--- src/rtl/adder_pkg.sv ---
// rtl/adder_pkg.sv - shared defaults and stage-count helper for the pipelined CLA adder
package adder_pkg;
  localparam int DEFAULT_WIDTH = 16;
  localparam int DEFAULT_BLOCK = 4;

  function automatic int calc_nstage(input int width, input int block);
    return width / block;
  endfunction
endpackage

--- src/rtl/adder_cla_block.sv ---
// rtl/adder_cla_block.sv - combinational N-bit carry-lookahead group with group P/G
module adder_cla_block
  import adder_pkg::*;
#(
  parameter int N = DEFAULT_BLOCK
) (
  input  logic [N-1:0] a,
  input  logic [N-1:0] b,
  input  logic         cin,
  output logic [N-1:0] s,
  output logic         cout,
  output logic         pg,
  output logic         gg
);
  logic [N-1:0] p;
  logic [N-1:0] g;
  logic [N:0]   c;
  logic         term;
  logic         gen;

  assign p = a ^ b;
  assign g = a & b;

  // Each carry is a flat sum of products of g/p terms, not a ripple chain.
  always_comb begin
    c    = '0;
    term = 1'b0;
    gen  = 1'b0;
    c[0] = cin;
    for (int i = 0; i < N; i++) begin
      term = cin;
      for (int j = 0; j <= i; j++) term = term & p[j];
      c[i+1] = term;
      for (int j = 0; j <= i; j++) begin
        term = g[j];
        for (int m = j + 1; m <= i; m++) term = term & p[m];
        c[i+1] = c[i+1] | term;
      end
    end
    for (int j = 0; j < N; j++) begin
      term = g[j];
      for (int m = j + 1; m < N; m++) term = term & p[m];
      gen = gen | term;
    end
  end

  assign s    = p ^ c[N-1:0];
  assign cout = c[N];
  assign pg   = &p;
  assign gg   = gen;
endmodule

--- src/rtl/adder_cla_pipe.sv ---
// rtl/adder_cla_pipe.sv - pipelined CLA adder/subtractor, one lookahead group per stage
module adder_cla_pipe
  import adder_pkg::*;
#(
  parameter int WIDTH = DEFAULT_WIDTH,
  parameter int BLOCK = DEFAULT_BLOCK
) (
  input  logic             clk,
  input  logic             reset_n,
  input  logic             in_valid,
  output logic             in_ready,
  input  logic [WIDTH-1:0] A,
  input  logic [WIDTH-1:0] B,
  input  logic             CIN,
  input  logic             SUB,
  output logic             out_valid,
  input  logic             out_ready,
  output logic [WIDTH:0]   S,
  output logic             OVF
);
  localparam int NSTAGE = calc_nstage(WIDTH, BLOCK);

  logic adv;

  // Register k holds an operation whose groups 0..k-1 are already summed.
  logic             vld_r [1:NSTAGE];
  logic [WIDTH-1:0] a_r   [1:NSTAGE];
  logic [WIDTH-1:0] b_r   [1:NSTAGE];
  logic [WIDTH-1:0] sum_r [1:NSTAGE];
  logic             c_r   [1:NSTAGE];

  logic             cur_v   [0:NSTAGE-1];
  logic [WIDTH-1:0] cur_a   [0:NSTAGE-1];
  logic [WIDTH-1:0] cur_b   [0:NSTAGE-1];
  logic [WIDTH-1:0] cur_sum [0:NSTAGE-1];
  logic [WIDTH-1:0] nxt_sum [0:NSTAGE-1];
  logic             cur_c   [0:NSTAGE-1];
  logic [BLOCK-1:0] grp_s   [0:NSTAGE-1];
  logic             grp_c   [0:NSTAGE-1];
  logic [NSTAGE-1:0] unused_pg;
  logic [NSTAGE-1:0] unused_gg;

  assign adv      = ~vld_r[NSTAGE] | out_ready;
  assign in_ready = adv & reset_n;

  always_comb begin
    cur_v[0]   = in_valid & in_ready;
    cur_a[0]   = A;
    cur_b[0]   = B ^ {WIDTH{SUB}};
    cur_c[0]   = SUB | CIN;
    cur_sum[0] = '0;
    for (int k = 1; k < NSTAGE; k++) begin
      cur_v[k]   = vld_r[k];
      cur_a[k]   = a_r[k];
      cur_b[k]   = b_r[k];
      cur_c[k]   = c_r[k];
      cur_sum[k] = sum_r[k];
    end
    for (int k = 0; k < NSTAGE; k++) begin
      nxt_sum[k] = cur_sum[k];
      nxt_sum[k][k*BLOCK +: BLOCK] = grp_s[k];
    end
  end

  for (genvar k = 0; k < NSTAGE; k++) begin : g_stage
    adder_cla_block #(.N(BLOCK)) u_cla (
      .a    (cur_a[k][k*BLOCK +: BLOCK]),
      .b    (cur_b[k][k*BLOCK +: BLOCK]),
      .cin  (cur_c[k]),
      .s    (grp_s[k]),
      .cout (grp_c[k]),
      .pg   (unused_pg[k]),
      .gg   (unused_gg[k])
    );
  end

  always_ff @(posedge clk) begin
    if (!reset_n) begin
      for (int k = 1; k <= NSTAGE; k++) begin
        vld_r[k] <= 1'b0;
        a_r[k]   <= '0;
        b_r[k]   <= '0;
        sum_r[k] <= '0;
        c_r[k]   <= 1'b0;
      end
    end else if (adv) begin
      for (int k = 0; k < NSTAGE; k++) begin
        vld_r[k+1] <= cur_v[k];
        a_r[k+1]   <= cur_a[k];
        b_r[k+1]   <= cur_b[k];
        sum_r[k+1] <= nxt_sum[k];
        c_r[k+1]   <= grp_c[k];
      end
    end
  end

  assign out_valid = vld_r[NSTAGE];
  assign S         = {c_r[NSTAGE], sum_r[NSTAGE]};
  assign OVF       = (a_r[NSTAGE][WIDTH-1] == b_r[NSTAGE][WIDTH-1]) &
                     (sum_r[NSTAGE][WIDTH-1] != a_r[NSTAGE][WIDTH-1]);
endmodule

--- config.mk ---
export PLATFORM = sky130hd
export DESIGN_NAME = adder_cla_pipe
export DESIGN_NICKNAME = d
export VERILOG_FILES = /design/src/rtl/adder_pkg.sv /design/src/rtl/adder_cla_block.sv /design/src/rtl/adder_cla_pipe.sv
export SDC_FILE = /design/constraint.sdc
export NUM_CORES = 1
export LEC_CHECK = 0
export BUFFER_PORTS_ARGS = -buffer_cell sky130_fd_sc_hd__buf_2
export CORE_MARGIN = 2
export CORE_UTILIZATION = 40
export DETAILED_ROUTE_END_ITERATION = 16
export SETUP_SLACK_MARGIN = 0.2
export SYNTH_ARGS = -nofsm -noshare
export SYNTH_HDL_FRONTEND = slang
export SYNTH_HIERARCHICAL = 1
export SYNTH_SLANG_ARGS = --single-unit
export TNS_END_PERCENT = 30
--- constraint.sdc ---
create_clock -name clk -period 3.13 [get_ports clk]
set_input_delay 0.4695 -clock clk [delete_from_list [all_inputs] [get_ports clk]]
set_output_delay 0.4695 -clock clk [all_outputs]
set_load 0.02 [all_outputs]
==> reports/results.ini, run 1 <==
[status]
run_status=complete, no violations

[pwr]
combinationalPowerShare_pct=9.5
power_density_nw_per_um2=530
peakVddDrop_v=0.000253
power_frac_seq_pct=54.6
clkPwrFrac_pct=36.0
power_switching_uw=588
power.internal_mw=2.30
netSwitchingFraction_pct=20.4
power_leakage_nw=2.60

[synth]
synth_area_per_cell_um2=15.7
synth_area_um2=4850
synth_fp_nets=370
synth_cells=308
yosysWarningCount=6

[critical_path]
path_cells=buf_2, xor2_1, ha_1, ha_1, o211ai_1, nand2_1, a21o_1, and3b_1
cp-end-kind=flop
required_ps=3220
reg2regPathDepth=6
worst-path-max-fanout=17
cp_slowest_cell=buf_2
setup.worst_path.class=in2reg
start_kind=primary input
cpMostUsedCell=ha_1
cp.arrival_ps=2260
max_stage_delay_ps=370

[layout]
fin_nets=418
n_antenna_cell=0
area_growth_pct=12.4
post-route-util_pct=45.7
drive_gt1_share_pct=25.5
stdcell_count=508

[place]
dp.cells=492
dp_hpwl_um=4320
pre_cts_slack_ps=597
gp_congestion=0.687
io_buffers=57

[sta]
hold_viol=0
finalCritPeriodShare_pct=69.3
holdWs_ps=448
tns_ps=0
worst_slack_ps=961
finalCriticalPeriod_ps=2170
finalClockSkew_ps=2.79
fmax_ghz=0.461
rsz0062_at_grt=false
tightest_slew_ps=521
maxSlewViolCount=0
slew_headroom_pct=65.2
setup_viol=0

[routing]
wl_per_cell_um=12.9
vias=2405
viasPerCell=4.73
wirelength_um=6560
drc=0
route.antenna.remaining_nets=0
first_pass_iters=4
drt_iter0_markers=105

[global_routing]
grt_start_max_net_pins=66
track_usage_pct=10.8
grt_pass1_wl_um=11200
grt_pass1_vias=2367
overflow=0
antenna_found_initial=0

[floorplanning]
die_y_um=114
start_util_pct=40.7
dieArea_um2=13000
coreArea_um2=11900
num_rows=40
die_x_um=114
io_pins=58

[clock_network]
clk_latency_ps=330
ctsHoldBuffers=0
cts_resized=0
htreeDepth=3
tritoncts=yes
clkSlewWorstSetupHoldPaths_ps=60
cts_root_buffer=clkbuf_16
clk_path_buf_depth=2
numCtsBuffers=9
cts.sinks=98
postCtsSetupRepairBufs=0

[min_path]
hp-class=in2reg
whs_path_depth=2

[run]
cap_viol_max_count=0

[power by group through the flow]
stage               clock network [mW]  logic, mW  registers (mW)
finish                            1.04      0.274            1.57
global route                      1.12      0.313            1.58
CTS                               1.07      0.279            1.58
detailed placement                   0      0.278            1.60
global placement                     0      0.271            1.60
floorplan                            0      0.196            1.61
[state kept, by name (all words and copies together) (netlist names)]
register,flops
a_r,25
b_r,25
c_r,4
sum_r,40
vld_r,4
[area by class of cell]
cell class | count | area, um^2
flip-flops and latches | 98 | 2940
multi-input cells | 181 | 1690
clock inverters | 4 | 42.5
repair buffers | 62 | 335
clock buffers | 12 | 236
well taps | 147 | 184
inverters | 4 | 15.0
fillers | 1070 | 6460
[routing by layer]
layer | wire length (um) | track usage (%)
met5 | 0 | 0
met1 | 3110 | 14.1
met3 | 266 | 2.49
met4 | 140 | 5.37
met2 | 3040 | 17.1
[metrics by stage]
| step | cell area (um^2) | total power [mW] |
|---|---|---|
| final | 5450 | 2.89 |
| after detailed placement | 5170 | 1.88 |
| after floorplan | 4850 | 1.81 |
| after global routing | 5450 | 3.02 |
| after CTS | 5450 | 2.92 |
| after global placement | 5170 | 1.87 |
[final timing paths]
check               end  slack, ps        from
min reg2reg  a_r[0][44]        550  a_r[0][28]
max           c_r[0][0]        960         SUB
max reg2reg   c_r[0][1]       1320   a_r[0][4]
min          a_r[0][15]        450       A[15]
[layout by cell type (no fill, tap or decap), types with 2 or more instances in the layout]
cell        n
inv_1       4
a21oi_2     4
xor2_1     11
a21o_1      4
xnor2_1    17
o211ai_1    4
buf_4       4
fa_1        4
a21oi_1     4
edfxtp_1   98
buf_2      57
nor3b_2    12
a21boi_1    4
ha_1       20
clkinv_1    2
clkbuf_16   9
nand2_1     5
and3b_1    86
clkbuf_1    3
[worst max-delay path, delay by kind of cell]
family	cells	cell delay (ps)
buf+inv	1	370
compound gates	2	380
simple gates	2	260
fa+ha+maj	2	490
xor+xnor	1	300
(Power assumes the default switching activity.)
==> run 2: changes to the inputs <==
--- a/config.mk
+++ b/config.mk
@@ -5,6 +5,7 @@
 export SDC_FILE = /design/constraint.sdc
 export NUM_CORES = 1
 export LEC_CHECK = 0
+export ABC_AREA = 1
 export BUFFER_PORTS_ARGS = -buffer_cell sky130_fd_sc_hd__buf_2
 export CORE_MARGIN = 2
 export CORE_UTILIZATION = 40
==> constraint.sdc (replaced) <==
create_clock -name clk -period 1.8 [get_ports clk]
set_input_delay 0.27 -clock clk [delete_from_list [all_inputs] [get_ports clk]]
set_output_delay 0.27 -clock clk [all_outputs]
set_load 0.02 [all_outputs]
==> run 2 against run 1 <==
  * Register-to-register slack got worse by 1100 ps
  * Setup slack got worse by 760 ps
  * Final cell count increased by 35%
  * Via count increased by 15%
==> reports/results.ini, run 2 <==
[critical_path]
rrSetupSlack_ps=200
rr_startpoint=a_r[0][44]
cp.arrival_ps=1690
max_stage_delay_ps=400
worst-path-max-fanout=3
cpMostUsedCell=ha_1
cp_num_buf_inv=1
reg2regPathDepth=7
reg2reg_to=sum_r[0][50]
path_delay_family=adder cells
path_cells=ha_1, ha_1, nand2_1, nand3_1, xor2_1, inv_1, nor2_1
start_kind=flop
setup.worst_path.class=reg2reg
required_ps=1890
cp_slowest_cell=edfxtp_1
cp-end-kind=flop

[place]
dp_hpwl_um=4430
io_buffers=57
gp_congestion=0.740
pre_cts_slack_ps=4.61

[pwr]
power_mw=5.08
power_density_nw_per_um2=905
power_leakage_nw=2.71
peakVddDrop_v=0.000501

[clock_network]
cts_root_buffer=clkbuf_16
clk_latency_ps=340
ctsHoldBuffers=0
tritoncts=yes
htreeDepth=3
clkSlewWorstSetupHoldPaths_ps=70
numCtsBuffers=9
clk_path_buf_depth=2
cts.sinks=98

[floorplanning]
io_pins=58
start_util_pct=40.8
die_y_um=114
coreArea_um2=11900
die_x_um=114
num_rows=40
dieArea_um2=13000

[routing]
wl_per_cell_um=9.15
route.antenna.remaining_nets=0
vias=2777
drc=0
wirelength_um=6270
viasPerCell=4.05
drt_iter0_markers=89
first_pass_iters=4

[layout]
regMostFlops=sum_r
nFillCells=1106
drive_gt1_share_pct=20.6
area_growth_pct=15.5
largest_reg_flops=40
fin_nets=595
reg_top3=sum_r: 40 flops, a_r: 25 flops, b_r: 25 flops
final_common_cell=inv_1
n_antenna_cell=0
final_cell_mix=inv_1, edfxtp_1, nor2_1

[sta]
tightest_slew_ps=302
hold_viol=0
maxSlewViolCount=0
worst_slack_ps=203
tns_ps=0
slew_headroom_pct=79.9
setup_viol=0
finalCriticalPeriod_ps=1600
finalClockSkew_ps=7.04
finalCritPeriodShare_pct=88.7
fmax_ghz=0.626
rsz0062_at_grt=true
holdWs_ps=230

[global_routing]
overflow=0
grt_pass1_vias=2709
antenna_found_initial=0
grt_start_max_net_pins=55
track_usage_pct=10.6
grt_pass1_wl_um=11300

[run]
cap_viol_max_count=0

[synth]
synth_area_per_cell_um2=10.2
synth_area_um2=4860
synth_cells=477
synth_fp_nets=539
yosysWarningCount=6

[status]
run_status=complete, no violations

[min_path]
whs_path_depth=3
min_to=a_r[0][7]
worstHoldStart=A[7]
hp-class=in2reg

[run 2: worst max path at each step]
stage | startpoint | to | slack [ps] | cells after the start
5_1_grt | b_r[0][4] | sum_r[0][10] | 120 | 7
2_1_floorplan | vld_r[0][3] | a_r[0][10] | -40 | 1
6_report | a_r[0][44] | sum_r[0][50] | 200 | 7
3_3_place_gp | SUB | sum_r[0][2] | 70 | 9
4_1_cts | a_r[0][44] | sum_r[0][50] | 190 | 7
3_5_place_dp | SUB | sum_r[0][2] | 5 | 9
[run 2: layout make-up]
| cell class | instances | area [um^2] | share of cell area [%] |
|---|---|---|---|
| timing repair buffer | 67 | 398 | 7.09 |
| sequential | 98 | 2940 | 52.4 |
| clock buffer | 10 | 229 | 4.08 |
| tap | 147 | 184 | 3.28 |
| multi-input combinational | 237 | 1360 | 24.3 |
| inverter | 120 | 450 | 8.03 |
| clock inverter | 6 | 43.8 | 0.780 |
[run 2: report_power, final]
part           internal (mW)  switching (mW)  leakage, nW
Clock                  0.935           0.776        0.122
Combinational          0.245           0.368         1.43
Sequential              2.70          0.0512         1.16
Total                   3.88            1.19         2.71
[run 2: timing repair]
item                       4_1_cts  5_1_grt
pin swaps                        0        6
setup endpoints to repair        5       10
buffers inserted                 1        1
resized for setup                0        5
[run 2: per-layer routing]
metal	up-vias	global-route usage, %	routed length, um
li1	1558	-	-
met1	1157	13.2	3000
met2	53	17.5	2840
met3	9	3.18	311
met4	0	4.39	116
met5	-	0	0
[run 2: tightest hold or removal path, stage by stage]
cell	delay (ps)
buf_2	70
inv_1	30
nor2_1	80
[run 2: through the flow]
| stage | utilization, % | area (um^2) | cells |
|---|---|---|---|
| finish | 47.1 | 5610 | 685 |
| global route | 47.1 | 5610 | 685 |
| CTS | 46.9 | 5590 | 684 |
| detailed placement | 44.6 | 5310 | 667 |
| global placement | 44.6 | 5310 | 667 |
| floorplan | - | 4880 | 477 |
